**config.mk**
```make
export PLATFORM = sky130hd
export DESIGN_NAME = sdio_tx_byte_feeder_flat
export DESIGN_NICKNAME = d
export VERILOG_FILES = /design/src/rtl/sdio_tx_byte_feeder_if.sv /design/src/rtl/sdio_tx_byte_feeder.sv /design/src/flat_wrapper.sv
export SDC_FILE = /design/constraint.sdc
export NUM_CORES = 2
export LEC_CHECK = 0
export CORE_ASPECT_RATIO = 0.5
export CORE_UTILIZATION = 60
export DETAILED_ROUTE_END_ITERATION = 7
export PLACE_DENSITY = 0.82
export SLEW_MARGIN = 5
export SYNTH_ARGS = -nofsm -noshare
export SYNTH_HDL_FRONTEND = slang
export SYNTH_SLANG_ARGS = --single-unit
```
**constraint.sdc**
```tcl
create_clock -name clock -period 6 [get_ports clock]
set_input_delay 1.2 -clock clock [delete_from_list [all_inputs] [get_ports clock]]
set_output_delay 1.2 -clock clock [all_outputs]
set_load 0.005 [all_outputs]
```
**src/rtl/sdio_tx_byte_feeder_if.sv**
```systemverilog
// rtl/sdio_tx_byte_feeder_if.sv - application, command and serializer signals of the tx byte feeder
// master drives writes, transaction starts and byte requests; slave is the feeder itself.
interface sdio_tx_byte_feeder_if #(
  parameter int DEPTH_LOG2 = 9
);
  logic [7:0]          wr_byte;
  logic                wr_strobe;
  logic                flush;
  logic [DEPTH_LOG2:0] fifo_level;
  logic                fifo_full;
  logic                tx_start;
  logic [8:0]          tx_count;
  logic                start_write;
  logic                data_req;
  logic [7:0]          data;
  logic                data_strobe;
  logic                data_empty;
  logic                busy;
  logic                underrun;
  logic                overflow;

  modport master (
    output wr_byte, wr_strobe, flush, tx_start, tx_count, data_req,
    input  fifo_level, fifo_full, start_write, data, data_strobe, data_empty,
           busy, underrun, overflow
  );

  modport slave (
    input  wr_byte, wr_strobe, flush, tx_start, tx_count, data_req,
    output fifo_level, fifo_full, start_write, data, data_strobe, data_empty,
           busy, underrun, overflow
  );
endinterface

```
**src/rtl/sdio_tx_byte_feeder.sv**
```systemverilog
// rtl/sdio_tx_byte_feeder.sv - FIFO-backed byte source for the SDIO DAT transmitter
// Serves exactly the commanded byte count per transaction, padding on underrun.
module sdio_tx_byte_feeder #(
  parameter int         DEPTH_LOG2 = 9,
  parameter logic [7:0] PAD_BYTE   = 8'hFF
) (
  input logic                 clock,
  input logic                 reset,
  sdio_tx_byte_feeder_if.slave bus
);
  localparam int DEPTH = 1 << DEPTH_LOG2;
  localparam logic [DEPTH_LOG2:0] FULL_LEVEL = {1'b1, {DEPTH_LOG2{1'b0}}};

  typedef enum logic [1:0] {IDLE, ACTIVE, DONE} state_t;

  state_t                state;
  logic [7:0]            mem [DEPTH];
  logic [DEPTH_LOG2-1:0] wr_ptr;
  logic [DEPTH_LOG2-1:0] rd_ptr;
  logic [DEPTH_LOG2:0]   level;
  logic [9:0]            remaining;
  logic [7:0]            data_q;
  logic                  start_write_q;
  logic                  data_strobe_q;
  logic                  data_empty_q;
  logic                  busy_q;
  logic                  underrun_q;
  logic                  overflow_q;
  logic                  serve;
  logic                  pop;
  logic                  push;
  logic                  drop;

  // A pop frees a slot, so a push into a full FIFO still lands that cycle.
  always_comb begin
    serve = (state == ACTIVE) && bus.data_req && (remaining != 10'd0);
    pop   = serve && (level != '0) && !bus.flush;
    push  = bus.wr_strobe && !bus.flush && ((level != FULL_LEVEL) || pop);
    drop  = bus.wr_strobe && !bus.flush && (level == FULL_LEVEL) && !pop;
  end

  always_ff @(posedge clock) begin
    if (push) mem[wr_ptr] <= bus.wr_byte;
  end

  always_ff @(posedge clock) begin
    if (reset) begin
      state         <= IDLE;
      wr_ptr        <= '0;
      rd_ptr        <= '0;
      level         <= '0;
      remaining     <= 10'd0;
      data_q        <= 8'h00;
      start_write_q <= 1'b0;
      data_strobe_q <= 1'b0;
      data_empty_q  <= 1'b0;
      busy_q        <= 1'b0;
      underrun_q    <= 1'b0;
      overflow_q    <= 1'b0;
    end else begin
      start_write_q <= 1'b0;
      data_strobe_q <= 1'b0;

      if (bus.flush) begin
        wr_ptr <= '0;
        rd_ptr <= '0;
        level  <= '0;
      end else begin
        if (push) wr_ptr <= wr_ptr + 1'b1;
        if (pop)  rd_ptr <= rd_ptr + 1'b1;
        level <= level + (DEPTH_LOG2+1)'(push) - (DEPTH_LOG2+1)'(pop);
      end

      case (state)
        IDLE, DONE: begin
          if (bus.tx_start) begin
            remaining     <= (bus.tx_count == 9'd0) ? 10'd512 : {1'b0, bus.tx_count};
            start_write_q <= 1'b1;
            data_empty_q  <= 1'b0;
            underrun_q    <= 1'b0;
            overflow_q    <= 1'b0;
            busy_q        <= 1'b1;
            state         <= ACTIVE;
          end
        end
        ACTIVE: begin
          if (bus.data_req) begin
            if (remaining != 10'd0) begin
              data_strobe_q <= 1'b1;
              remaining     <= remaining - 10'd1;
              if (pop) begin
                data_q <= mem[rd_ptr];
              end else begin
                data_q     <= PAD_BYTE;
                underrun_q <= 1'b1;
              end
            end else begin
              data_empty_q <= 1'b1;
              busy_q       <= 1'b0;
              state        <= DONE;
            end
          end
        end
        default: state <= IDLE;
      endcase

      // Placed after the start branch so a drop in the start cycle is still recorded.
      if (drop) overflow_q <= 1'b1;
    end
  end

  assign bus.fifo_level  = level;
  assign bus.fifo_full   = (level == FULL_LEVEL);
  assign bus.start_write = start_write_q;
  assign bus.data        = data_q;
  assign bus.data_strobe = data_strobe_q;
  assign bus.data_empty  = data_empty_q;
  assign bus.busy        = busy_q;
  assign bus.underrun    = underrun_q;
  assign bus.overflow    = overflow_q;
endmodule

```
**src/flat_wrapper.sv**
```systemverilog
// flat-port wrapper written by rule: the top's interface ports become plain ports
module sdio_tx_byte_feeder_flat 
#(
  parameter int         DEPTH_LOG2 = 9,
  parameter logic [7:0] PAD_BYTE   = 8'hFF
)
  (clock, reset, bus_wr_byte, bus_wr_strobe, bus_flush, bus_tx_start, bus_tx_count, bus_data_req, bus_fifo_level, bus_fifo_full, bus_start_write, bus_data, bus_data_strobe, bus_data_empty, bus_busy, bus_underrun, bus_overflow);
  sdio_tx_byte_feeder_if #(.DEPTH_LOG2(DEPTH_LOG2)) bus_i ();
  input logic clock;
  input logic reset;
  input wire logic [$bits(bus_i.wr_byte)-1:0] bus_wr_byte;
  input wire logic [$bits(bus_i.wr_strobe)-1:0] bus_wr_strobe;
  input wire logic [$bits(bus_i.flush)-1:0] bus_flush;
  input wire logic [$bits(bus_i.tx_start)-1:0] bus_tx_start;
  input wire logic [$bits(bus_i.tx_count)-1:0] bus_tx_count;
  input wire logic [$bits(bus_i.data_req)-1:0] bus_data_req;
  output wire logic [$bits(bus_i.fifo_level)-1:0] bus_fifo_level;
  output wire logic [$bits(bus_i.fifo_full)-1:0] bus_fifo_full;
  output wire logic [$bits(bus_i.start_write)-1:0] bus_start_write;
  output wire logic [$bits(bus_i.data)-1:0] bus_data;
  output wire logic [$bits(bus_i.data_strobe)-1:0] bus_data_strobe;
  output wire logic [$bits(bus_i.data_empty)-1:0] bus_data_empty;
  output wire logic [$bits(bus_i.busy)-1:0] bus_busy;
  output wire logic [$bits(bus_i.underrun)-1:0] bus_underrun;
  output wire logic [$bits(bus_i.overflow)-1:0] bus_overflow;
  assign bus_i.wr_byte = bus_wr_byte;
  assign bus_i.wr_strobe = bus_wr_strobe;
  assign bus_i.flush = bus_flush;
  assign bus_i.tx_start = bus_tx_start;
  assign bus_i.tx_count = bus_tx_count;
  assign bus_i.data_req = bus_data_req;
  assign bus_fifo_level = bus_i.fifo_level;
  assign bus_fifo_full = bus_i.fifo_full;
  assign bus_start_write = bus_i.start_write;
  assign bus_data = bus_i.data;
  assign bus_data_strobe = bus_i.data_strobe;
  assign bus_data_empty = bus_i.data_empty;
  assign bus_busy = bus_i.busy;
  assign bus_underrun = bus_i.underrun;
  assign bus_overflow = bus_i.overflow;
  sdio_tx_byte_feeder #(.DEPTH_LOG2(DEPTH_LOG2), .PAD_BYTE(PAD_BYTE)) u_core (.clock(clock), .reset(reset), .bus(bus_i));
endmodule
```
==> reports/results.txt <==
Status -> finished with violations
Violated checks -> DRC
DRT iter0 DRCs -> 17300
CP endpoint kind -> register
# port buffers -> 47
Total gr overflow -> 0
Worst-path fanout max -> 38
Period utilisation layout -> 86.6%
Die area -> 276000 sq um
Io pins -> 48
Vias in the first global route -> 87300
Final Hold Violating Endpoints -> 0
Gpl congestion -> 0.954
Crit start category -> register
Layout cells sized above 1 -> 17.4%
Fin Clk Skew -> 48.4 ps
Initial antenna violation count -> 25
CP most frequent cell -> buf_12
Post-Syn Area -> 164000 sq um
Rows -> 135
Most used DFF post-synth -> edfxtp_1
# clock sinks -> 4159
Setup TNS -> 0 ps
Max Slew Vio Count -> 0
CP max-delay cell -> a31oi_1
RSZ-0062 raised after global routing -> false
Post-synth ARST share -> 0%
Post-Route Utilization -> 66.0%
Count of final setup violators -> 0
Die X -> 742 um
Worst skew pair latency -> 930 ps
DP Wirelength -> 258 mm
Post-route DRC violation count -> 113
Tmin final -> 5200 ps
TritonCTS Buffers -> 349
Max Freq -> 192 MHz
M3 GR Usage -> 11.6%
Wirelength, routed -> 458 mm
Vias per cell -> 7.40
Syn_nets -> 8211
Largest net degree at the start of global routing -> 178
Cell Area, Placed -> 168000 sq um
Worst-path clk slew -> 70 ps
CTS Root Cell -> clkbuf_16
Area grow syn2layout -> 9.11%
Worst hold slack -> 471 ps
Pre-antenna DRT Iters -> 8
Switching pwr -> 12.0 mW
Post-synth EDFFs -> 4096
Design area -> 179000 sq um
Max stage delay on crit path -> 1100 ps
Starting Density -> 60.5%
Busiest layer in global routing -> met2
WP buf/inv -> 3
Post-cts sizing count -> 0
Hold-fix buffers, CTS -> 0
Hold crit path type -> reg2reg
Overall Power -> 57.3 mW
Most frequent cells in the layout -> 4096 x edfxtp_1, 686 x mux4_2, 656 x nor2_1
Distinct cells, synth -> 92
TritonCTS clock tree -> done
YS warnings -> 0
Flop pwr share -> 55.8%
Place WS -> 833 ps
Slew HR -> 4.62%
Clk pwr share -> 40.5%
Cells after synthesis -> 8166
Post-Place Cells -> 11500
CORE AREA -> 271000 sq um
Die height -> 372 um
Vias -> 90100
Combinational share of power -> 3.7%
GRT Util Overall -> 32.9%
Req. time, crit path -> 6720 ps
Pwr/cell area -> 320 nW/um^2
Leakage -> 53.0 nW
Most common cell after layout, fill and taps aside -> edfxtp_1
Seq cells post-synth -> 4159
Final std cells w/o fill -> 12200
Crit path max-delay family -> compound AO/OA/AOI/OAI gates
Maximum VDD drop -> 0.248 mV
Number of H-tree levels -> 5
First-pass GRT wire length -> 645 mm
Wire length per cell -> 37.6 um
Max Cap Viol -> 0
Crit path kind -> reg2reg
Post-route ant nets -> 0
Syn Area/Cell -> 20.1 sq um
Worst slew pin tran -> 1420 ps
GR Util met1 -> 43.3%
Fillers -> 15900
Met2 usage -> 49.4%
Post-CTS setup repair buffer count -> 0
Cell Chain, Critical Path -> buf_12, buf_12, buf_4, mux2i_1, o22ai_1, nor3_1, o31ai_1, a21oi_1, o21ai_0, a31oi_1, a2111oi_2
Final setup margin -> 802 ps
Maximum root-to-sink buffer count -> 4
Pint -> 45.3 mW
Layout net count -> 8299
Critical Path AT -> 5920 ps
Post-synthesis sequential area ratio -> 75.7%
Net Sw Frac -> 21.0%
[power by group through the flow]
stage | sequential, mW | clock (mW) | combinational, mW
floorplan | 32.6 | 0 | 1.16
global placement | 32.6 | 0 | 2.01
detailed placement | 32.6 | 0 | 2.04
CTS | 31.9 | 23.1 | 2.07
global route | 31.9 | 24.1 | 2.19
finish | 32.0 | 23.2 | 2.11
[cell type report]
| cell class | count | area, sq um | share of cell area [%] |
|---|---|---|---|
| well taps | 3630 | 4540 | 2.54 |
| multi-input cells | 3468 | 35900 | 20.1 |
| clock inverters | 216 | 2120 | 1.18 |
| diodes | 14 | 35.0 | 0.0196 |
| flip-flops and latches | 4159 | 124000 | 69.4 |
| repair buffers | 248 | 2830 | 1.58 |
| clock buffers | 415 | 9170 | 5.12 |
| inverters | 28 | 123 | 0.0685 |
[per-layer routing]
metal  vias up  routed length [um]
met5         -                 220
met4        30               29500
met3      1794               73200
met2      9290              204000
met1     45100              151000
li1      33900                   -
[registers in the layout (all words and copies together), names as in the netlist, named ones only]
name                    cells
u_core.bus.data             8
u_core.bus.underrun         1
u_core.bus.overflow         1
u_core.remaining           10
u_core.bus.start_write      1
u_core.bus.busy             1
u_core.mem               4096
u_core.bus.fifo_level      10
u_core.bus.data_strobe      1
u_core.wr_ptr               9
u_core.rd_ptr               9
u_core.state                2
u_core.bus.data_empty       1
[synth_stat cells, types with 10 or more instances]
library cell / count / area share [%]
a211oi_1: 21 / 0.096
mux4_1: 97 / 1.6
nor3_1: 57 / 0.17
clkbuf_8: 47 / 0.39
mux2_2: 17 / 0.12
o21a_1: 11 / 0.050
o221ai_1: 190 / 1.0
buf_4: 25 / 0.11
nor2b_1: 14 / 0.053
a21o_1: 19 / 0.087
dfxtp_1: 63 / 0.77
a22oi_1: 51 / 0.23
mux4_2: 686 / 9.4
buf_6: 63 / 0.43
nand2_1: 188 / 0.43
clkbuf_1: 186 / 0.43
nand4_1: 18 / 0.069
xnor2_1: 10 / 0.053
buf_12: 23 / 0.28
nor4_1: 18 / 0.069
nor2_1: 662 / 1.5
buf_1: 14 / 0.032
a21oi_1: 165 / 0.50
nand3_1: 69 / 0.21
xor2_1: 12 / 0.064
o22ai_1: 174 / 0.66
or3_1: 19 / 0.072
mux2i_1: 601 / 3.7
inv_1: 26 / 0.059
ha_1: 21 / 0.16
edfxtp_1: 4096 / 75
o21ai_0: 104 / 0.32
and3_1: 10 / 0.038
a311oi_1: 12 / 0.064
buf_8: 56 / 0.51
a31oi_1: 67 / 0.26
and2_1: 14 / 0.053
buf_2: 91 / 0.28
o211ai_1: 10 / 0.046
[tightest hold or removal path, delay by kind of cell (launching register included)]
kind	cells	cell delay, ps
AO/OA/AOI/OAI	1	60
flip-flops	1	310
AND/OR/NAND/NOR	1	50
[logic make-up (layout without fill, tap and decap cells)]
kind of cell	Yosys count	after routing	share of synthesized area, %
muxes	1401	1401	14.7
adders and majority gates	22	22	0.172
AOI/OAI and AO/OA	905	905	3.76
buffers and inverters	539	907	2.56
xor gates and xnor gates	22	22	0.117
DFF	4159	4159	75.7
and+or+nand+nor	1118	1118	2.92
other	0	14	0
[worst paths after layout]
check | slack [ps] | end | from | cells past startpoint
max | 800 | u_core.bus.data[1] | register | 11
min | 470 | u_core.bus.data_empty | u_core.bus.data_empty | 2
max reg2reg | 800 | u_core.bus.data[1] | register | 11
min reg2reg | 470 | u_core.bus.data_empty | u_core.bus.data_empty | 2
Note: power is estimated with default switching activity, not from simulation.
